**src/rtl/muldiv_unit.sv**
```systemverilog
// Iterative RV32M multiply/divide unit: radix-2 shift-add / shift-subtract, one bit per clock.
// Divide-by-zero and signed-overflow divides are resolved at acceptance and never enter CALC.
module muldiv_unit #(
    parameter int WIDTH = 32
) (
    input  logic             iCLK,
    input  logic             iRST,
    input  logic             iStart,
    input  logic [2:0]       iFunct3,
    input  logic [WIDTH-1:0] iA,
    input  logic [WIDTH-1:0] iB,
    output logic [WIDTH-1:0] oResult,
    output logic             oBusy,
    output logic             oDone
);

    localparam int CW = $clog2(WIDTH);

    typedef enum logic [1:0] {IDLE, CALC, FIX, DONE} state_t;

    state_t             state_q, state_d;
    logic [2:0]         op_q, op_d;
    logic               sign_a_q, sign_a_d;
    logic               sign_b_q, sign_b_d;
    logic [2*WIDTH-1:0] acc_q, acc_d;
    logic [WIDTH-1:0]   mcand_q, mcand_d;
    logic [WIDTH-1:0]   mplier_q, mplier_d;
    logic [CW-1:0]      cnt_q, cnt_d;
    logic [WIDTH-1:0]   result_q, result_d;

    logic               in_is_div, in_signed_a, in_signed_b, in_neg_a, in_neg_b;
    logic [WIDTH-1:0]   in_abs_a, in_abs_b;
    logic               div_zero, div_ovf;
    logic [WIDTH:0]     mul_sum, div_rem, div_diff;
    logic [2*WIDTH-1:0] prod_fix;
    logic [WIDTH-1:0]   quo_fix, rem_fix;

    // Operand decode at acceptance
    assign in_is_div   = iFunct3[2];
    assign in_signed_a = !(iFunct3 == 3'b011 || iFunct3 == 3'b101 || iFunct3 == 3'b111);
    assign in_signed_b = (iFunct3 == 3'b000 || iFunct3 == 3'b001 ||
                          iFunct3 == 3'b100 || iFunct3 == 3'b110);
    assign in_neg_a    = in_signed_a & iA[WIDTH-1];
    assign in_neg_b    = in_signed_b & iB[WIDTH-1];
    assign in_abs_a    = in_neg_a ? -iA : iA;
    assign in_abs_b    = in_neg_b ? -iB : iB;
    assign div_zero    = in_is_div && (iB == '0);
    assign div_ovf     = in_is_div && !iFunct3[0] && (iA == {1'b1, {(WIDTH-1){1'b0}}}) && (iB == '1);

    // Multiply step: conditional add into the high half, carry shifts in from the top
    assign mul_sum  = {1'b0, acc_q[2*WIDTH-1:WIDTH]} + (mplier_q[0] ? {1'b0, mcand_q} : '0);
    // Divide step: remainder shifted left with the next dividend bit, kept one bit wide extra
    assign div_rem  = acc_q[2*WIDTH-1:WIDTH-1];
    assign div_diff = div_rem - {1'b0, mcand_q};

    assign prod_fix = (sign_a_q ^ sign_b_q) ? -acc_q : acc_q;
    assign quo_fix  = (sign_a_q ^ sign_b_q) ? -acc_q[WIDTH-1:0] : acc_q[WIDTH-1:0];
    assign rem_fix  = sign_a_q ? -acc_q[2*WIDTH-1:WIDTH] : acc_q[2*WIDTH-1:WIDTH];

    always_comb begin
        state_d  = state_q;
        op_d     = op_q;
        sign_a_d = sign_a_q;
        sign_b_d = sign_b_q;
        acc_d    = acc_q;
        mcand_d  = mcand_q;
        mplier_d = mplier_q;
        cnt_d    = cnt_q;
        result_d = result_q;
        case (state_q)
            IDLE, DONE: begin
                if (state_q == DONE) state_d = IDLE;
                if (iStart) begin
                    op_d     = iFunct3;
                    sign_a_d = in_neg_a;
                    sign_b_d = in_neg_b;
                    // Divide keeps the dividend in the quotient half so it shifts out bit by bit
                    acc_d    = in_is_div ? {{WIDTH{1'b0}}, in_abs_a} : '0;
                    mcand_d  = in_is_div ? in_abs_b : in_abs_a;
                    mplier_d = in_abs_b;
                    cnt_d    = '0;
                    state_d  = CALC;
                    if (div_zero) begin
                        result_d = iFunct3[1] ? iA : '1;
                        state_d  = DONE;
                    end else if (div_ovf) begin
                        result_d = iFunct3[1] ? '0 : iA;
                        state_d  = DONE;
                    end
                end
            end
            CALC: begin
                if (op_q[2]) begin
                    if (!div_diff[WIDTH])
                        acc_d = {div_diff[WIDTH-1:0], acc_q[WIDTH-2:0], 1'b1};
                    else
                        acc_d = {div_rem[WIDTH-1:0], acc_q[WIDTH-2:0], 1'b0};
                end else begin
                    acc_d = {mul_sum, acc_q[WIDTH-1:1]};
                end
                mplier_d = mplier_q >> 1;
                cnt_d    = cnt_q + CW'(1);
                if (cnt_q == CW'(WIDTH - 1)) state_d = FIX;
            end
            FIX: begin
                case (op_q)
                    3'b000:                 result_d = prod_fix[WIDTH-1:0];
                    3'b001, 3'b010, 3'b011: result_d = prod_fix[2*WIDTH-1:WIDTH];
                    3'b100, 3'b101:         result_d = quo_fix;
                    default:                result_d = rem_fix;
                endcase
                state_d = DONE;
            end
            default: state_d = IDLE;
        endcase
    end

    always_ff @(posedge iCLK or negedge iRST) begin
        if (!iRST) begin
            state_q  <= IDLE;
            op_q     <= '0;
            sign_a_q <= 1'b0;
            sign_b_q <= 1'b0;
            acc_q    <= '0;
            mcand_q  <= '0;
            mplier_q <= '0;
            cnt_q    <= '0;
            result_q <= '0;
        end else begin
            state_q  <= state_d;
            op_q     <= op_d;
            sign_a_q <= sign_a_d;
            sign_b_q <= sign_b_d;
            acc_q    <= acc_d;
            mcand_q  <= mcand_d;
            mplier_q <= mplier_d;
            cnt_q    <= cnt_d;
            result_q <= result_d;
        end
    end

    assign oResult = result_q;
    assign oBusy   = (state_q == CALC) || (state_q == FIX);
    assign oDone   = (state_q == DONE);

endmodule
```
**config.mk**
```make
export PLATFORM = sky130hd
export DESIGN_NAME = muldiv_unit
export DESIGN_NICKNAME = d
export VERILOG_FILES = /design/src/rtl/muldiv_unit.sv
export SDC_FILE = /design/constraint.sdc
export NUM_CORES = 1
export LEC_CHECK = 0
export BUFFER_PORTS_ARGS = -buffer_cell sky130_fd_sc_hd__buf_4
export CAP_MARGIN = 20
export CORE_ASPECT_RATIO = 0.8
export CORE_MARGIN = 4
export CORE_UTILIZATION = 49
export CTS_CLUSTER_SIZE = 40
export DETAILED_ROUTE_END_ITERATION = 7
export PLACE_DENSITY = 0.69
export SLEW_MARGIN = 20
export SYNTH_ARGS = -nofsm -noshare
export SYNTH_HDL_FRONTEND = slang
export SYNTH_SLANG_ARGS = --single-unit
```
**constraint.sdc**
```tcl
create_clock -name iCLK -period 3.64 [get_ports iCLK]
set_clock_uncertainty 0.1 [all_clocks]
set_input_delay 0.364 -clock iCLK [delete_from_list [all_inputs] [get_ports iCLK]]
set_output_delay 0.364 -clock iCLK [all_outputs]
set_load 0.02 [all_outputs]
```
==> results of run 1 <==
worst max-delay path by stage:
stage                           start     endpoint
after floorplan             acc_q[32]    acc_q[45]
after global placement      acc_q[18]  oResult[30]
after detailed placement  mcand_q[18]    acc_q[56]
after CTS                 mcand_q[18]    acc_q[56]
after global routing      mcand_q[15]    acc_q[62]
final                      mcand_q[6]    acc_q[41]
cell families after synthesis:
group	after synthesis
AO/OA/AOI/OAI	757
XOR/XNOR	175
adder cells (fa/ha/maj)	104
buffers and inverters	245
flip-flops	172
multiplexers	68
AND/OR/NAND/NOR	734
Yosys cell counts, types with 21 or more instances:
master	n	area, µm²
sky130_fd_sc_hd__a211oi_1	36	270.3
sky130_fd_sc_hd__buf_1	22	82.58
sky130_fd_sc_hd__a21o_1	40	300.3
sky130_fd_sc_hd__or3_1	23	143.9
sky130_fd_sc_hd__o211ai_1	23	172.7
sky130_fd_sc_hd__nand2_1	220	825.8
sky130_fd_sc_hd__nand3_1	49	245.2
sky130_fd_sc_hd__a31oi_1	23	143.9
sky130_fd_sc_hd__a21oi_1	228	1141
sky130_fd_sc_hd__o21ai_0	141	705.7
sky130_fd_sc_hd__nand4_1	25	156.4
sky130_fd_sc_hd__nor3_1	48	240.2
sky130_fd_sc_hd__o31ai_1	26	195.2
sky130_fd_sc_hd__nor2_1	219	822.0
sky130_fd_sc_hd__xor2_1	93	814.5
sky130_fd_sc_hd__a221oi_1	26	227.7
sky130_fd_sc_hd__clkbuf_1	140	525.5
sky130_fd_sc_hd__and2_1	43	269.0
sky130_fd_sc_hd__mux2i_1	53	530.5
sky130_fd_sc_hd__dfrtp_1	172	4304
sky130_fd_sc_hd__inv_1	68	255.2
sky130_fd_sc_hd__ha_1	74	925.9
sky130_fd_sc_hd__xnor2_1	82	718.2
sky130_fd_sc_hd__o21ai_1	56	280.3
sky130_fd_sc_hd__o221ai_1	21	183.9
sky130_fd_sc_hd__maj3_1	28	280.3
registers in the layout, indices dropped and copies added, names as in the netlist:
name,cells
mplier_q,32
mcand_q,32
sign_b_q,1
acc_q,64
state_q,2
op_q,3
oResult,32
sign_a_q,1
cnt_q,5
what timing repair did:
item,4_1_cts,5_1_grt
hold endpoints to repair,72,0
setup endpoints to repair,7,25
cloned,0,0
hold buffers,1,0
resized for setup,2,12
power by group through the flow:
| stage | registers [mW] | clock network, mW | logic [mW] |
|---|---|---|---|
| CTS | 3.69 | 1.90 | 13.3 |
| global placement | 3.69 | 0 | 13.1 |
| detailed placement | 3.71 | 0 | 13.2 |
| floorplan | 3.52 | 0 | 8.72 |
| finish | 3.72 | 1.89 | 13.7 |
| global route | 3.79 | 1.99 | 14.8 |
final cells by class:
cell class / instances / area (µm²) / area share
Inverter: 70 / 262.8 / 0.01338
Timing Repair Buffer: 263 / 2038 / 0.1038
Tap cell: 465 / 581.8 / 0.02962
Multi-Input combinational cell: 1838 / 11880 / 0.6048
Sequential cell: 172 / 4308 / 0.2193
Clock inverter: 15 / 147.6 / 0.007516
Clock buffer: 17 / 425.4 / 0.02166
layer usage:
metal / GRT usage / routed length [µm] / share of wire / up-vias
li1: - / - / - / 8424
met1: 0.5105 / 29070 / 0.40 / 8862
met2: 0.5310 / 30000 / 0.42 / 1209
met3: 0.1078 / 8809 / 0.12 / 188
met4: 0.1818 / 4056 / 0.056 / 2
met5: 0 / 14 / 0.00019 / -
cell usage in the layout, fill, tap and decap left out, drive strengths merged, types with 24 or more instances in the layout:
| master | synthesis | final |
|---|---|---|
| buf | 35 | 262 |
| a21oi | 228 | 228 |
| nand2 | 220 | 220 |
| nor2 | 220 | 220 |
| o21ai | 198 | 198 |
| dfrtp | 172 | 172 |
| xor2 | 93 | 93 |
| xnor2 | 82 | 82 |
| inv | 69 | 79 |
| ha | 74 | 74 |
| mux2i | 53 | 53 |
| nand3 | 49 | 49 |
| nor3 | 49 | 49 |
| and2 | 43 | 43 |
| a21o | 40 | 40 |
| a211oi | 36 | 36 |
| maj3 | 28 | 28 |
| o31ai | 26 | 26 |
| a221oi | 26 | 26 |
| nand4 | 25 | 25 |
| o211ai | 24 | 24 |
worst reg2reg max path, stage by stage, from the launching register on:
cell and delay, ns:
sky130_fd_sc_hd__dfrtp_1 0.52, sky130_fd_sc_hd__inv_1 0.08, sky130_fd_sc_hd__ha_1 0.48, sky130_fd_sc_hd__o21ai_0 0.14, sky130_fd_sc_hd__a21oi_1 0.24, sky130_fd_sc_hd__o211ai_1 0.22, sky130_fd_sc_hd__a2111o_1 0.48, sky130_fd_sc_hd__buf_4 0.16
sky130_fd_sc_hd__nand3_1 0.07, sky130_fd_sc_hd__o21ai_1 0.10, sky130_fd_sc_hd__and2_1 0.32, sky130_fd_sc_hd__a222oi_1 0.29, sky130_fd_sc_hd__o211ai_1 0.16
per-stage QoR:
| step | cells | worst slack, ns | cell area, µm² |
|---|---|---|---|
| 2_1_floorplan | 2255 | 0.08911 | 17010 |
| 3_3_place_gp | 2807 | 0.02349 | 19010 |
| 3_5_place_dp | 2807 | -0.03201 | 19010 |
| 4_1_cts | 2840 | 0.04797 | 19600 |
| 5_1_grt | 2840 | 0.01555 | 19640 |
| 6_report | 2840 | 0.1355 | 19640 |
==> results.txt, run 1 <==
No sink is reached through more buffers than the 2 on the longest clock path. The worst hold slack after final layout came out at a little under 0.09 ns. The synthesized-area fraction occupied by adder cells came out at 0.07325. The placed wire-length estimate is around 56000 µm. In this run the horizontal extent of the chip is around 220 µm. The launch point of the worst reg-to-reg path is mcand_q[6]. The number of sinks handled by clock tree synthesis came out at approximately 170. Setup repair after global routing left no endpoint under its margin. The endpoint identified for the worst register-to-register timing path is acc_q[41].

TritonCTS built the clock tree. The number of stages on the worst hold path came out at 2. The start point of the worst hold path is iFunct3[0]. The worst-case IR drop observed on VDD is around 0.00064 V. The clock latency on the worst-skew pair came out at between 0.4 and 0.5 ns.

The first global-routing pass estimated between 100000 and 150000 µm of wire. CTS built an H-tree with a depth of 4. Of the synthesized area, sequential elements account for 0.2530.

The buffers inserted during post-CTS setup optimization is 0. The share of synthesized cell area in and, or, nand and nor gates is 0.2066. The count of fill cells added during filler insertion came out at 3255.

Yosys mapped the design onto just under 90 distinct sky130hd cell types. The cell that appears most often on the critical path is sky130_fd_sc_hd__o211ai_1. The area growth from synthesis to layout is 15.46%. For this run, the number of Yosys warnings is 0.

The run finished with clean final reports. The post-synthesis net count came out at around 2400. The routed wire length per instance is 25.34 µm. The count of nets left with antenna violations once routing finished came out at 0.

The power density normalized to cell area came out at roughly 990 mW/mm². After floorplanning, the core was divided into 60 placement rows. Traced cell by cell, the critical path runs through inv_1 -> ha_1 -> o21ai_0 -> a21oi_1 -> o211ai_1 -> a2111o_1 -> buf_4 -> nand3_1 -> o21ai_1 -> and2_1 -> a222oi_1 -> o211ai_1. The final net count came out at 2508. The root buffer cell chosen for the clock tree is sky130_fd_sc_hd__clkbuf_16. From bottom edge to top edge, the die measures 174.7 µm. The die outline area came out at 0.03779 mm². The post-synthesis average cell area came out at roughly 7.5 µm².

The actual transition at the worst max-transition pin is 1.056 ns. The number of global-route vias before repair came to between 15000 and 20000. The starting density of the core came out at 0.5014. By startpoint and endpoint, the worst setup path is classified as flop to flop. The global placement routability congestion is between 1 and 1.5. The clock network power share is 0.098. The internal power of the cells totals just under 9 mW. The post-synthesis register bit count is ~170. The routed wire length is between 70000 and 80000 µm. The maximum clock frequency came out at around 290 MHz. Across every metal layer, demand over resource in global routing totals 0.3705. The leftover overflow at the end of global routing is 0. On the critical path the largest part of the delay comes from compound AO/OA/AOI/OAI gates. For this block, the initial DRC count from the detailed router was 2624. The net switching share of the total power came out at 0.5447. The pin count of the biggest net entering global routing came out at 78. The count of final hold-check violations is 0. Setup violations remaining at the end of the flow were counted as 0. The number of cells produced by synthesis came out at 2255.

The number of vias per cell after detailed routing is 6.579. The cell leakage power is 8.632 nW. The sequential power share is 0.192. Among all flip-flop cells after synthesis, the most frequent one is sky130_fd_sc_hd__dfrtp_1. The minimum period implied by the final worst setup slack is roughly 3.5 ns. The core area came out at 0.03393 mm². The combined buffer and inverter count along the critical path is 2. The utilization after layout came out at 0.5789.

The mux contribution to synthesized area came out at 0.04111. The number of synthesized flops with an enable pin came out at 0. The share of total power dissipated in combinational logic is 0.710. The critical-path maximum fanout is 8. Max-cap violations in this run came to 0. Port buffering added just over 100 buffers. The total power after layout came out at roughly 19 mW. TritonCTS created 17 clock buffers. The number of gates on the worst path with buffers counted came out at 12. The slowest stage of the critical path is the sky130_fd_sc_hd__dfrtp_1 cell. Of the cells placed in the final design, the portion with a size suffix greater than 1 is 0.1486. Across all register-to-register paths, the minimum setup slack is 0.14 ns. The final clock period utilization by the worst path came out at 0.9628.

The number of max-slew violations in the final report is 0. The arrival time of data at the critical path endpoint came out at 3.73 ns. The number of cells on the worst reg-to-reg path is 12. The count of pins on the block boundary came out at 104.

The complex-gate fraction of the synthesized area came out at 0.2809. The launching element type of the critical path is a flop. Of the total synthesized cell area, the portion taken by XOR and XNOR cells is 0.09009. The number of design rule violations left after detail routing came out at 0. The initial antenna violation count was 3.

The cell area after synthesis is about 0.017 mm². At the worst endpoint, the required time is a little under 4 ns. The biggest cell delay along the critical path came out at between 0.5 and 0.6 ns. The first-pass detailed-route iteration total is 6. The switching power is about 11 mW. The worst relative slew slack came out at 0.2936. The total vias in the final route is 18690. In the synthesized netlist the async set-or-reset flop fraction comes to 1.000.

In this run the worst hold path is classified as primary input to flop. The nature of the critical path endpoint is a flop. The clock slew at the register clock pins of the worst setup and hold paths is about 0.080 ns. After synthesis, the largest family of logic cells by area is compound AO/OA/AOI/OAI gates. The endpoint with the worst hold slack is op_q[0]. The total negative slack came out at 0 ns. 0 antenna diodes ended up in the layout.
No activity file was read; power rests on OpenSTA's default activity.
==> run 2, diff against run 1 <==
- clock period: 3.64 -> 3.1 ns (I/O delays scaled with it)
==> run 2 against run 1 <==
The run now ends with setup timing left. Design area increased by 21%. Cell count increased by 11%. Combinational power increased by 55%. Largest power group unchanged.
==> results.txt, run 2 (same netlist as run 1, synthesis figures left out) <==
The number of sinks handled by clock tree synthesis came out at 172 (unchanged). The starting density of the core is 0.5014 (unchanged). The number of vias per cell after detailed routing is 6.448 (-2.0%). The leftover overflow at the end of global routing is 0 (unchanged). The arrival time of data at the critical path endpoint came out at 3.53 ns (-0.20 ns). The core area came to 0.03393 mm² (unchanged). The global-route usage over all layers came out at 0.3905 (+0.02001).

The total number of H-tree levels came out at 4 (unchanged). The minimum period implied by the final worst setup slack is 3.285 ns (-0.2191 ns). The cell at the root of the clock tree is sky130_fd_sc_hd__clkbuf_16. The number of port buffers is 103 (unchanged). The worst supply voltage drop on vdd is 0.0006375 V (-0.45%). Setup repair after global routing could not meet its margin everywhere. TritonCTS built the clock tree.

The total vias in the final route came out at 20270 (+8.5%). The worst relative slew slack came to 0.3068 (+0.01319). In the layout the commonest cells are sky130_fd_sc_hd__buf_4 (512), sky130_fd_sc_hd__nand2_1 (208), sky130_fd_sc_hd__nor2_1 (201). The power density normalized to cell area came out at 1163 mW/mm² (+18%). The number of buffers on the longest clock path came out at 2 (unchanged). The number of max-slew violations in the final report came out at 0 (unchanged). The cell leakage power is 10.48 nW (+21%). The maximum clock frequency is 304.4 MHz (+6.7%). The routed wire length came out at 77380 µm (+7.5%). The launching element type of the critical path is a flop. The global-route wire length before repair is 115000 µm (+6.4%). The checks that failed: setup timing.

The post-route cell area was 0.02368 mm² (+21%). The placed wire-length estimate is 57960 µm (+4.3%). The number of design-rule violations left by the first detailed-router iteration came out at 2470 (-5.9%). The x dimension of the die is 216.3 µm (unchanged). The final count of negative-setup-slack endpoints is 51 (+51). The actual transition at the worst max-transition pin came out at 1.036 ns (-0.01971 ns). The data required time of the worst path came out at 3.34 ns (-0.53 ns). The worst hold slack after final layout came out at 0.1142 ns (+0.02514 ns). The count of pins on the block boundary is 104 (unchanged). The global placement routability congestion is 1.037 (-2.9%).

The share of final-layout standard cells stronger than drive strength 1 was 0.3225 (+0.1739). The number of antenna-violating nets in the routed design is 0 (unchanged). The clock latency on the worst-skew pair is 0.47 ns (about the same). The number of buffers created by CTS is 17 (unchanged). The worst setup margin came to -0.1854 ns (-0.3209 ns).

Ranked by flip-flop count, first place goes to acc_q. The first-pass detailed-route iteration total is 6 (unchanged). The flip-flop count of the largest register, all copies and words added was 64 (unchanged).

The final clock period utilization by the worst path came out at 1.060 (+0.09703). The clock slew at the register clock pins of the worst setup and hold paths came to 0.08 ns (about the same). The relative area change from synthesis to final layout is 39.19%. The internal reg-to-reg setup slack was -0.19 ns (-0.32 ns). The worst min-delay path class is primary input to flop. The critical-path maximum fanout is 4 (-4).

The initial antenna violation count is 2 (-1). The post-placement cell area is 0.02105 mm² (+11%). The number of design rule violations left after detail routing came to 0 (unchanged). The antenna cell count is 0 (unchanged). The die outline area came out at 0.03779 mm² (unchanged). Leaving out fill and tap cells, the most frequent cell in the layout is sky130_fd_sc_hd__buf_4. The routed wire length per instance is 24.61 µm (-2.9%).

The pin count of the biggest net entering global routing came out at 73 (-6.4%). The final net count came out at 2812 (+12%). The number of max-cap violations came out at 0 (unchanged).

STA classifies the critical path endpoint as a flop. The run finished, with violations left. The post-placement worst setup slack is -0.3116 ns (-0.2796 ns). The count of final hold-check violations came out at 0 (unchanged). The chip height came out at 174.7 µm (unchanged). The worst setup path category is flop to flop. The number of global-route vias before repair came to 19410 (+11%). The number of placement rows came out at 60 (unchanged).
run 2: cell types whose count changed in the layout (fill, tap and decap cells not counted), sizes merged:
| cell | change |
|---|---|
| buf | +301 |
| clkinvlp | -3 |
| clkinv | +4 |
| inv | -1 |
| dlygate4sd3 | +1 |
| clkbuf | +2 |
run 2: worst paths after layout:
kind	from	to	depth (start not counted)
worst max-delay path	mcand_q[0]	acc_q[60]	13
max in group asynchronous	iRST	acc_q[47]	3
worst min register to register	mplier_q[11]	mplier_q[11]	1
worst min-delay path	iStart	cnt_q[3]	4
worst max register to register	mcand_q[0]	acc_q[60]	13
min in group asynchronous	iRST	mplier_q[21]	2
run 2: repair_timing:
action | in CTS | in global routing
cloned | 3 | 1
hold endpoints to repair | 69 | 0
pin swaps | 63 | 106
endpoints found under the setup margin | 57 | 65
hold buffers | 2 | 0
resized for setup | 129 | 201
setup buffers | 22 | 17
run 2: final cells by class:
class	instances	area [µm²]
sequential	172	4308
multi-input combinational	1838	13340
clock buffer	17	425.4
timing repair buffer	567	4612
tap	465	581.8
fill	2759	10250
inverter	70	270.3
clock inverter	15	145.1
run 2: layer usage:
metal | GRT usage | share of wire | up-vias
met4 | 0.1957 | 0.060 | 0
met5 | 0 | 0 | -
met1 | 0.5298 | 0.40 | 9704
met3 | 0.1038 | 0.12 | 262
li1 | - | - | 9026
met2 | 0.5753 | 0.42 | 1280
run 2: through the flow:
stage | power (mW) | utilization | TNS (ns) | instances
finish | 27.55 | 0.6979 | -3.836 | 3144
global route | 28.96 | 0.6979 | -8.690 | 3144
CTS | 25.21 | 0.6640 | -1.641 | 3129
detailed placement | 21.86 | 0.6204 | -6.750 | 3071
global placement | 21.60 | 0.6202 | -4.500 | 3070
floorplan | 14.44 | - | 0 | 2255
run 2: worst max-delay path, cell delays in order, from the launching register on:
cell and delay (ns):
sky130_fd_sc_hd__dfrtp_1 0.43, sky130_fd_sc_hd__ha_4 0.18, sky130_fd_sc_hd__fa_2 0.36, sky130_fd_sc_hd__nand2b_4 0.16, sky130_fd_sc_hd__a21oi_4 0.15, sky130_fd_sc_hd__o211ai_1 0.19, sky130_fd_sc_hd__a2111o_1 0.46, sky130_fd_sc_hd__a21oi_4 0.27
sky130_fd_sc_hd__buf_6 0.15, sky130_fd_sc_hd__xnor2_4 0.12, sky130_fd_sc_hd__buf_6 0.16, sky130_fd_sc_hd__buf_12 0.11, sky130_fd_sc_hd__mux2i_4 0.24, sky130_fd_sc_hd__o21ai_1 0.08
run 2: power breakdown:
part           internal, mW  switching, mW
registers              3.27          0.886
logic                  8.88           12.3
clock network          1.07           1.16
total                  13.2           14.3
